## src/rtl/fixed_point_mul_sequencer_pkg.sv

```systemverilog
// Shared definitions for the fixed-point multiply sequencer: FSM encoding and
// partial-product shift amounts.
package fpu_pkg;

    typedef enum logic [2:0] {
        StIdle,
        StPp0,
        StPp1,
        StPp2,
        StPp3,
        StDone
    } state_e;

    localparam int unsigned AccWidth = 64;

    localparam logic [5:0] PpShift0 = 6'd0;
    localparam logic [5:0] PpShift1 = 6'd16;
    localparam logic [5:0] PpShift2 = 6'd16;
    localparam logic [5:0] PpShift3 = 6'd32;

endpackage

```

## src/rtl/fixed_point_mul_sequencer_if.sv

```systemverilog
// Request/result handshake between a client and the fixed-point multiply sequencer.
interface fixed_point_mul_sequencer_if #(
    parameter int unsigned WIDTH = 32
);
    logic             start;
    logic [WIDTH-1:0] operand_1;
    logic [WIDTH-1:0] operand_2;
    logic [WIDTH-1:0] result;
    logic             ready;
    logic             busy;

    modport master (
        output start, operand_1, operand_2,
        input  result, ready, busy
    );

    modport slave (
        input  start, operand_1, operand_2,
        output result, ready, busy
    );
endinterface

```

## src/rtl/fixed_point_mul_sequencer_mul_accumulator.sv

```systemverilog
// 64-bit shift-add accumulator: clear wins over enable, addend is shifted before the add.
module mul_accumulator
    import fpu_pkg::*;
(
    input  logic                clk,
    input  logic                reset,
    input  logic                i_clr,
    input  logic                i_en,
    input  logic [31:0]         i_addend,
    input  logic [5:0]          i_shift,
    output logic [AccWidth-1:0] o_acc
);
    logic [AccWidth-1:0] r_acc;
    logic [AccWidth-1:0] w_acc_next;

    always_comb begin
        w_acc_next = r_acc;
        if (i_clr) begin
            w_acc_next = '0;
        end else if (i_en) begin
            w_acc_next = r_acc + ({32'd0, i_addend} << i_shift);
        end
    end

    always_ff @(posedge clk or negedge reset) begin
        if (!reset) begin
            r_acc <= '0;
        end else begin
            r_acc <= w_acc_next;
        end
    end

    assign o_acc = r_acc;
endmodule

```

## src/rtl/fixed_point_mul_sequencer.sv

```systemverilog
// Unsigned fixed-point multiplier sequenced over an external 16x16 multiplier in four
// partial products. Define FIXED_POINT_MUL_SATURATE_EN to saturate on overflow.
module fixed_point_mul_sequencer
    import fpu_pkg::*;
#(
    parameter int unsigned WIDTH = 32,
    parameter int unsigned FBITS = 10
) (
    input  logic                        clk,
    input  logic                        reset,
    fixed_point_mul_sequencer_if.slave  bus,
    output logic [15:0]                 mult_operand_1,
    output logic [15:0]                 mult_operand_2,
    input  logic [31:0]                 mult_product
);
    state_e              r_state;
    state_e              w_state_next;
    logic [31:0]         r_op1;
    logic [31:0]         r_op2;
    logic [WIDTH-1:0]    r_result;
    logic                r_ready;
    logic                w_accept;
    logic                w_mul_en;
    logic [5:0]          w_shift;
    logic [AccWidth-1:0] w_acc;
    logic [WIDTH-1:0]    w_result_next;
    logic                w_unused_acc;

    always_comb begin
        w_state_next   = r_state;
        w_accept       = 1'b0;
        w_mul_en       = 1'b0;
        w_shift        = PpShift0;
        mult_operand_1 = '0;
        mult_operand_2 = '0;
        unique case (r_state)
            StIdle: begin
                if (bus.start) begin
                    w_accept     = 1'b1;
                    w_state_next = StPp0;
                end
            end
            StPp0: begin
                mult_operand_1 = r_op1[15:0];
                mult_operand_2 = r_op2[15:0];
                w_mul_en       = 1'b1;
                w_shift        = PpShift0;
                w_state_next   = StPp1;
            end
            StPp1: begin
                mult_operand_1 = r_op1[31:16];
                mult_operand_2 = r_op2[15:0];
                w_mul_en       = 1'b1;
                w_shift        = PpShift1;
                w_state_next   = StPp2;
            end
            StPp2: begin
                mult_operand_1 = r_op1[15:0];
                mult_operand_2 = r_op2[31:16];
                w_mul_en       = 1'b1;
                w_shift        = PpShift2;
                w_state_next   = StPp3;
            end
            StPp3: begin
                mult_operand_1 = r_op1[31:16];
                mult_operand_2 = r_op2[31:16];
                w_mul_en       = 1'b1;
                w_shift        = PpShift3;
                w_state_next   = StDone;
            end
            StDone:  w_state_next = StIdle;
            default: w_state_next = StIdle;
        endcase
    end

    always_comb begin
        w_result_next = w_acc[WIDTH+FBITS-1:FBITS];
`ifdef FIXED_POINT_MUL_SATURATE_EN
        if (|w_acc[AccWidth-1:WIDTH+FBITS]) begin
            w_result_next = '1;
        end
`endif
    end

    // Bits outside the result window only matter when saturation is enabled.
    assign w_unused_acc = ^{w_acc[AccWidth-1:WIDTH+FBITS], w_acc[FBITS-1:0]};

    always_ff @(posedge clk or negedge reset) begin
        if (!reset) begin
            r_state  <= StIdle;
            r_op1    <= '0;
            r_op2    <= '0;
            r_result <= '0;
            r_ready  <= 1'b0;
        end else begin
            r_state <= w_state_next;
            r_ready <= (r_state == StDone);
            if (w_accept) begin
                r_op1 <= 32'(bus.operand_1);
                r_op2 <= 32'(bus.operand_2);
            end
            if (r_state == StDone) begin
                r_result <= w_result_next;
            end
        end
    end

    mul_accumulator u_acc (
        .clk      (clk),
        .reset    (reset),
        .i_clr    (w_accept),
        .i_en     (w_mul_en),
        .i_addend (mult_product),
        .i_shift  (w_shift),
        .o_acc    (w_acc)
    );

    assign bus.result = r_result;
    assign bus.ready  = r_ready;
    // Busy covers the whole operation including the ready cycle.
    assign bus.busy   = (r_state != StIdle) || r_ready;
endmodule

```

## src/flat_wrapper.sv

```systemverilog
// flat-port wrapper written by rule: the top's interface ports become plain ports
module fixed_point_mul_sequencer_flat import fpu_pkg::*;
#(
    parameter int unsigned WIDTH = 32,
    parameter int unsigned FBITS = 10
)
  (clk, reset, mult_operand_1, mult_operand_2, mult_product, bus_start, bus_operand_1, bus_operand_2, bus_result, bus_ready, bus_busy);
  fixed_point_mul_sequencer_if #(.WIDTH(WIDTH)) bus_i ();
  input  logic clk;
  input  logic reset;
  output logic [15:0] mult_operand_1;
  output logic [15:0] mult_operand_2;
  input  logic [31:0] mult_product;
  input wire logic [$bits(bus_i.start)-1:0] bus_start;
  input wire logic [$bits(bus_i.operand_1)-1:0] bus_operand_1;
  input wire logic [$bits(bus_i.operand_2)-1:0] bus_operand_2;
  output wire logic [$bits(bus_i.result)-1:0] bus_result;
  output wire logic [$bits(bus_i.ready)-1:0] bus_ready;
  output wire logic [$bits(bus_i.busy)-1:0] bus_busy;
  assign bus_i.start = bus_start;
  assign bus_i.operand_1 = bus_operand_1;
  assign bus_i.operand_2 = bus_operand_2;
  assign bus_result = bus_i.result;
  assign bus_ready = bus_i.ready;
  assign bus_busy = bus_i.busy;
  fixed_point_mul_sequencer #(.WIDTH(WIDTH), .FBITS(FBITS)) u_core (.clk(clk), .reset(reset), .bus(bus_i), .mult_operand_1(mult_operand_1), .mult_operand_2(mult_operand_2), .mult_product(mult_product));
endmodule
```

## config.mk

```make
export PLATFORM = sky130hd
export DESIGN_NAME = fixed_point_mul_sequencer_flat
export DESIGN_NICKNAME = d
export VERILOG_FILES = /design/src/rtl/fixed_point_mul_sequencer_pkg.sv /design/src/rtl/fixed_point_mul_sequencer_if.sv /design/src/rtl/fixed_point_mul_sequencer_mul_accumulator.sv /design/src/rtl/fixed_point_mul_sequencer.sv /design/src/flat_wrapper.sv
export SDC_FILE = /design/constraint.sdc
export NUM_CORES = 1
export LEC_CHECK = 0
export CAP_MARGIN = 20
export CORE_MARGIN = 2
export CORE_UTILIZATION = 25
export CTS_CLUSTER_SIZE = 24
export DETAILED_ROUTE_END_ITERATION = 7
export GPL_ROUTABILITY_DRIVEN = 1
export MAX_ROUTING_LAYER = met4
export SLEW_MARGIN = 15
export SYNTH_ARGS = -nofsm -noshare
export SYNTH_HDL_FRONTEND = slang
export SYNTH_SLANG_ARGS = --single-unit
```

## constraint.sdc

```tcl
create_clock -name clk -period 3.3 [get_ports clk]
set_clock_uncertainty 0.05 [all_clocks]
set_input_delay 0.66 -clock clk [delete_from_list [all_inputs] [get_ports clk]]
set_output_delay 0.66 -clock clk [all_outputs]
set_load 0.05 [all_outputs]
```

### Yosys cells after proc, flatten, opt, wreduce, memory -nomap -nowiden

Cells that the tools add are included.

| cells by class | value |
|---|---|
| $add $sub $neg | 1 |
| multiply operators | 0 |
| div/mod/pow operators | 0 |
| $lt $le $gt $ge | 0 |
| equality and inequality tests | 6 |
| shifts and indexed selects | 1 |
| muxes and demuxes | 10 |
| bitwise operators | 0 |
| reductions and logical operators | 10 |

Operators with widths:

| operator | number |
|---|---|
| $mux 64 | 2 |
| $add 64x64->64 | 1 |
| $pmux 16 s2 | 2 |
| $shl 32x6->64 | 1 |
| $pmux 3 s5 | 1 |
| $pmux 6 s2 | 1 |
| $reduce_or 2->1 | 5 |
| $eq 3x2->1 const B | 2 |
| $eq 3x3->1 const B | 2 |
| $reduce_or 4->1 | 1 |
| $eq 3x1->1 const B | 1 |
| $logic_not 3->1 | 1 |
| $mux 1 | 3 |
| $mux 3 | 1 |
| $reduce_bool 3->1 | 1 |
| $ne 2x2->1 const B | 1 |
| $reduce_bool 2->1 | 1 |
| $logic_or 1x1->1 | 1 |

| word-level totals | value |
|---|---|
| bits in registers | 164 |
| bits in latches | 0 |
| bits in writable memories | 0 |
| ROM bits | 0 |
| input port bits | 99 |
| output and inout bits | 66 |
| logic and storage cells | 34 |
| memories kept | 0 |

### Logic depth before layout (Yosys ltp)

| depth | value |
|---|---|
| word-level depth | 7 |
| depth in mapped cells | 16 |
| depth with buffers taken out | 14 |

### Modules after synthesis

Synthesis repeated with hierarchy kept, for this count alone.

| second synthesis, totals | value |
|---|---|
| cell total of the unflattened synthesis | 1,441 |
| area, all modules | 13,581.8 um^2 |

By module, submodules not included:

| module | times used | cells each | area an instance (um^2) | sequential area each (um^2) |
|---|---|---|---|---|
| mul_accumulator | 1 | 1,115 | 8,967.4 | 1,601.5 |
| fixed_point_mul_sequencer | 1 | 326 | 4,614.4 | 2,502.4 |

### Worst setup path after synthesis

Ideal clock, no wire load.

| timing | value |
|---|---|
| path type | reg-to-reg |
| start | register u_core.r_state[1] |
| end | register u_core.u_acc.r_acc[41] (netlist: u_core.u_acc.o_acc[41]) |
| library setup time | 122 ps |
| arrival time | 3,178 ps |
| data required time | 3,128 ps |
| path slack | -49 ps |
| stages on the path, launching flop included | 17 |
| buffers on the path | 3 |
| clock period less this slack | 3,349 ps |
| path through | dfrtp_1 nor2_1 and2_1 clkbuf_1 nor2_1 clkbuf_1 and2_1 ha_1 buf_4 nand4_4 nor3_1 a211oi_2 a21oi_2 a21oi_2 nor4_2 o221ai_1 a32o_1 |

| on the way | value |
|---|---|
| cells in the longest elaborated chain, start to end | 7 |
| elaborated cells on any way between the ends | 15 |
| those cells by class | 1 x add/sub; 4 x eq/ne; 1 x shift; 5 x mux; 4 x reduce/logical |

RTL lines:

| what | line | text |
|---|---|---|
| start: declaration | fixed_point_mul_sequencer.sv:16 | `state_e r_state;` |
| start signal: assignment | fixed_point_mul_sequencer.sv:90 | `r_state <= StIdle;` |
| start signal: assignment | fixed_point_mul_sequencer.sv:96 | `r_state <= w_state_next;` |
| $eq 3x2->1 | fixed_point_mul_sequencer.sv:36 | `unique case (r_state)` |
| $reduce_or 2->1 (no line) | n/a |  |
| $pmux 6 s2 | fixed_point_mul_sequencer.sv:36 |  |
| $shl 32x6->64 | fixed_point_mul_sequencer_mul_accumulator.sv:21 | `w_acc_next = r_acc + ({32'd0, i_addend} << i_shift);` |
| $add 64x64->64 | fixed_point_mul_sequencer_mul_accumulator.sv:21 |  |
| $mux 64 | fixed_point_mul_sequencer_mul_accumulator.sv:20 | `end else if (i_en) begin` |
| $mux 64 | fixed_point_mul_sequencer_mul_accumulator.sv:18 | `if (i_clr) begin` |
| end signal: assignment | fixed_point_mul_sequencer_mul_accumulator.sv:29 | `r_acc <= w_acc_next;` |
| end: declaration | fixed_point_mul_sequencer_mul_accumulator.sv:13 | `logic [AccWidth-1:0] r_acc;` |

Several ways; a longest one is shown, not always the timed one. The select of a mux whose other input is x is not followed.
A chain may end at the register's enable or synchronous reset.

### Final worst setup path

| timing | value |
|---|---|
| start | register u_core.r_state[1] |
| end | output port bus_busy |

| on the way | value |
|---|---|
| cells in the longest elaborated chain, start to end | 2 |

RTL lines:

| what | line | text |
|---|---|---|
| $reduce_bool 3->1 | fixed_point_mul_sequencer.sv:121 | `assign bus.busy = (r_state != StIdle) \|\| r_ready;` |
| $logic_or 1x1->1 | fixed_point_mul_sequencer.sv:121 |  |
| end: declaration | flat_wrapper.sv:19 | `output wire logic [$bits(bus_i.busy)-1:0] bus_busy;` |

No other way between the ends.

==> results by group <==
Outcome
  • Outcome: completed

Floorplan
  • Core area: 33,400 µm²
  • Cell Rows: 67
  • Die X-Extent: 187 µm
  • Starting Density: roughly a quarter
  • Die Ht: about 190 µm
  • Full die area: between 30,000 and 40,000 µm²
  • Top Ports: roughly 170

Place
  • Detail Placement HPWL: roughly 21 mm
  • Port bufs: around 160
  • Gpl congestion: around 0.9
  • Placed inst area: around 12,000 µm²

Drt
  • DR vias: roughly 7,600
  • Drt wl/cell: around 17 µm
  • Vias/cell: about 4.7
  • DRT Pass-1 Iters: 5
  • DR DRC count: 0
  • ANT nets after route: 0
  • Routed WL: 27.6 mm
  • DRT iter0 DRCs: 410

Finish
  • Synth-to-layout area growth: 51.4%
  • Layout cells sized above 1: between 20% and 30%
  • Area occupied by multi-input gates: between 4000 and 5000 µm²
  • Post-route cell area: between 10,000 and 15,000 µm²
  • Fillers: 3,364
  • Register Area: between 3000 and 4000 µm²
  • NumNets Final: around 1,300

Synth
  • Yosys top cell area share: 42.2%
  • Post-Syn Nets: 1,040
  • Post-synth EDFFs: 0
  • Post-synthesis cell count: between 800 and 900
  • Top FF cell, synth: dfrtp_1
  • Yosys cell types: roughly 60
  • Cell area after synthesis: 8420 µm²
  • Asr flop ratio synth: 100%
  • Cell taking the most area after synthesis: dfrtp_1
  • Sequential cell area fraction in the yosys report: 42.2%
  • Flop and latch count out of synthesis: roughly 140
  • Post-Syn Area per Cell: about 9.4 µm²
  • Yosys warns: 0
  • Largest cells by area after synthesis: dfrtp_1 (42%), nand2_1 (9.1%), mux2_2 (8.6%)

Clock network
  • H-tree Lvls: 4
  • Root buffer cell: clkbuf_16
  • Clock-pin slew on the worst setup and hold paths: ~0.07 ns
  • Worst-case clock buffer depth: 2
  • Clock Latency Late Sink: 0.44 ns
  • CTS tree: yes
  • Sink Count: roughly 140
  • # hold bufs at CTS: 0
  • TritonCTS buffer count: 17

Critical path
  • Critical path class: register to output port
  • Worst Path Required: 2.59 ns
  • Critical path, cell by cell: buf_4 -> buf_4 -> or4_1 -> clkdlybuf4s50_1
  • Crit path max fanout: 7
  • Slowest Stage Delay on Critical Path: between 0.7 and 0.8 ns
  • CP max-delay cell: clkdlybuf4s50_1
  • Crit. End Element: output port
  • Most frequent CP cell: buf_4
  • R2r worst-path depth: 15
  • Type of origin of the critical path: register
  • WP data arrival: 2.47 ns

Global routing
  • Vias in the first global route: slightly below 8,000
  • Global Route met2 Usage: approximately 25%
  • GRT Residual Overflow: 0
  • Met1 GRT Util: 20.5%
  • GRT Total Usage: ~17%
  • First-pass GRT wire length: about 44 mm
  • Met3 usage: about 6.5%
  • Initial antenna violation count: 5
  • GRT Max-Usage Layer: met2
  • Largest net degree at the start of global routing: 70

Run
  • Maxcap violations: 0

Hold path
  • Min-delay worst type: input port to asynchronous set/reset pin

STA
  • Final count of negative-setup-slack endpoints: 0
  • Final hold vios: 0
  • Achievable frequency: about 0.31 GHz
  • Slew Limit Fails: 0
  • Actual slew at the worst max-slew pin: approximately 0.68 ns
  • Final Cycle Share: between 90% and 100%
  • RSZ-0062 raised after global routing: true
  • Final min period: between 3 and 4 ns
  • Slew headroom: between 50% and 60%
-- synth_stat cells (8+ instances only) --
cell / instances
dfrtp_1: 142
buf_2: 13
xnor2_1: 23
inv_1: 10
o21bai_1: 13
nand4_1: 17
mux2_2: 64
nor2_1: 28
o21ai_1: 27
a21o_1: 8
a22o_1: 45
a21oi_1: 62
o21ai_0: 38
nand2_1: 203
xor2_1: 19
and2_1: 19
nand3_1: 9
clkbuf_1: 35
ha_1: 41
-- layout by cell type (no fill, tap or decap), types with 17 or more instances in the layout --
| master | count |
|---|---|
| a21oi_1 | 49 |
| o21ai_1 | 28 |
| xor2_1 | 18 |
| nand2_1 | 202 |
| o21ai_0 | 34 |
| buf_12 | 35 |
| xnor2_1 | 23 |
| clkdlybuf4s50_1 | 131 |
| dfrtp_1 | 142 |
| ha_1 | 27 |
| a22o_1 | 45 |
| mux2_2 | 64 |
| buf_4 | 121 |
| clkbuf_16 | 17 |
| nor2_1 | 25 |
| nand4_1 | 17 |
| and2_1 | 17 |
-- worst paths after layout --
path / from / endpoint / slack (ns)
worst max-delay path: u_core.r_state[1]$_DFFE_PN0P_ / bus_busy / 0.12
worst min-delay path: reset / u_core.r_op2[14]$_DFFE_PN0P_ / 0.16
worst max register to register: u_core.r_state[1]$_DFFE_PN0P_ / u_core.u_acc.o_acc[36]$_DFFE_PN0P_ / 0.14
worst min register to register: u_core.bus.result[5]$_DFFE_PN0P_ / u_core.bus.result[5]$_DFFE_PN0P_ / 0.42
max in group asynchronous: reset / u_core.u_acc.o_acc[29]$_DFFE_PN0P_ / 2.25
min in group clk: u_core.bus.result[5]$_DFFE_PN0P_ / u_core.bus.result[5]$_DFFE_PN0P_ / 0.42
-- layer usage --
metal	routed length (µm)	vias to the layer above
met5	0	-
met4	379	0
met3	2690	20
met2	12300	223
met1	12200	3629
li1	-	3703
-- logic make-up after synthesis --
kind of cell             count (synthesis)  synth area share, %
flip-flops                             142                 42.2
multiplexers                            64                 8.56
AND/OR/NAND/NOR                        308                 16.3
XOR/XNOR                                42                 4.37
buffers and inverters                   65                 3.40
AO/OA/AOI/OAI                          236                 18.8
adder cells (fa/ha/maj)                 42                 6.33
-- through the flow --
step	util (%)	setup TNS (ns)	setup WS, ns	instances	hold slack (ns)
4_1_cts	36.8	0	0.00500	1609	0.186
6_report	38.2	0	0.123	1620	0.158
5_1_grt	38.2	-0.0611	-0.0276	1620	0.207
3_3_place_gp	34.9	-2.63	-0.330	1577	0.409
3_5_place_dp	34.9	-3.41	-0.339	1577	0.412
2_1_floorplan	-	0	0.0371	899	0.314
-- worst max-delay path, delay by kind of cell (launching register included) --
family | cells | cell delay, ns
buffers and inverters | 3 | 1.06
and+or+nand+nor | 1 | 0.55
DFF | 1 | 0.42
-- repair_timing --
item,4_1_cts,5_1_grt
hold endpoints to repair,0,0
gates resized for setup,8,67
buffers inserted,0,6
setup endpoints to repair,5,18
pin swaps,3,26
-- cell type report --
class | count | share of cell area (%)
multi-input combinational | 692 | 39.1
sequential | 142 | 27.9
timing repair buffer | 292 | 23.5
tap | 448 | 4.40
clock buffer | 17 | 3.34
clock inverter | 15 | 1.37
inverter | 10 | 0.295
antenna | 4 | 0.0785
-- state kept, by name, summed over array words and instances, names as in the netlist --
name / flops
u_core.bus.ready: 1
u_core.bus.result: 32
u_core.r_op1: 32
u_core.r_op2: 32
u_core.r_state: 3
u_core.u_acc.o_acc: 42
Power is not shown: default switching activity piles up to over one toggle a cycle in this logic, so the estimate is an artifact.
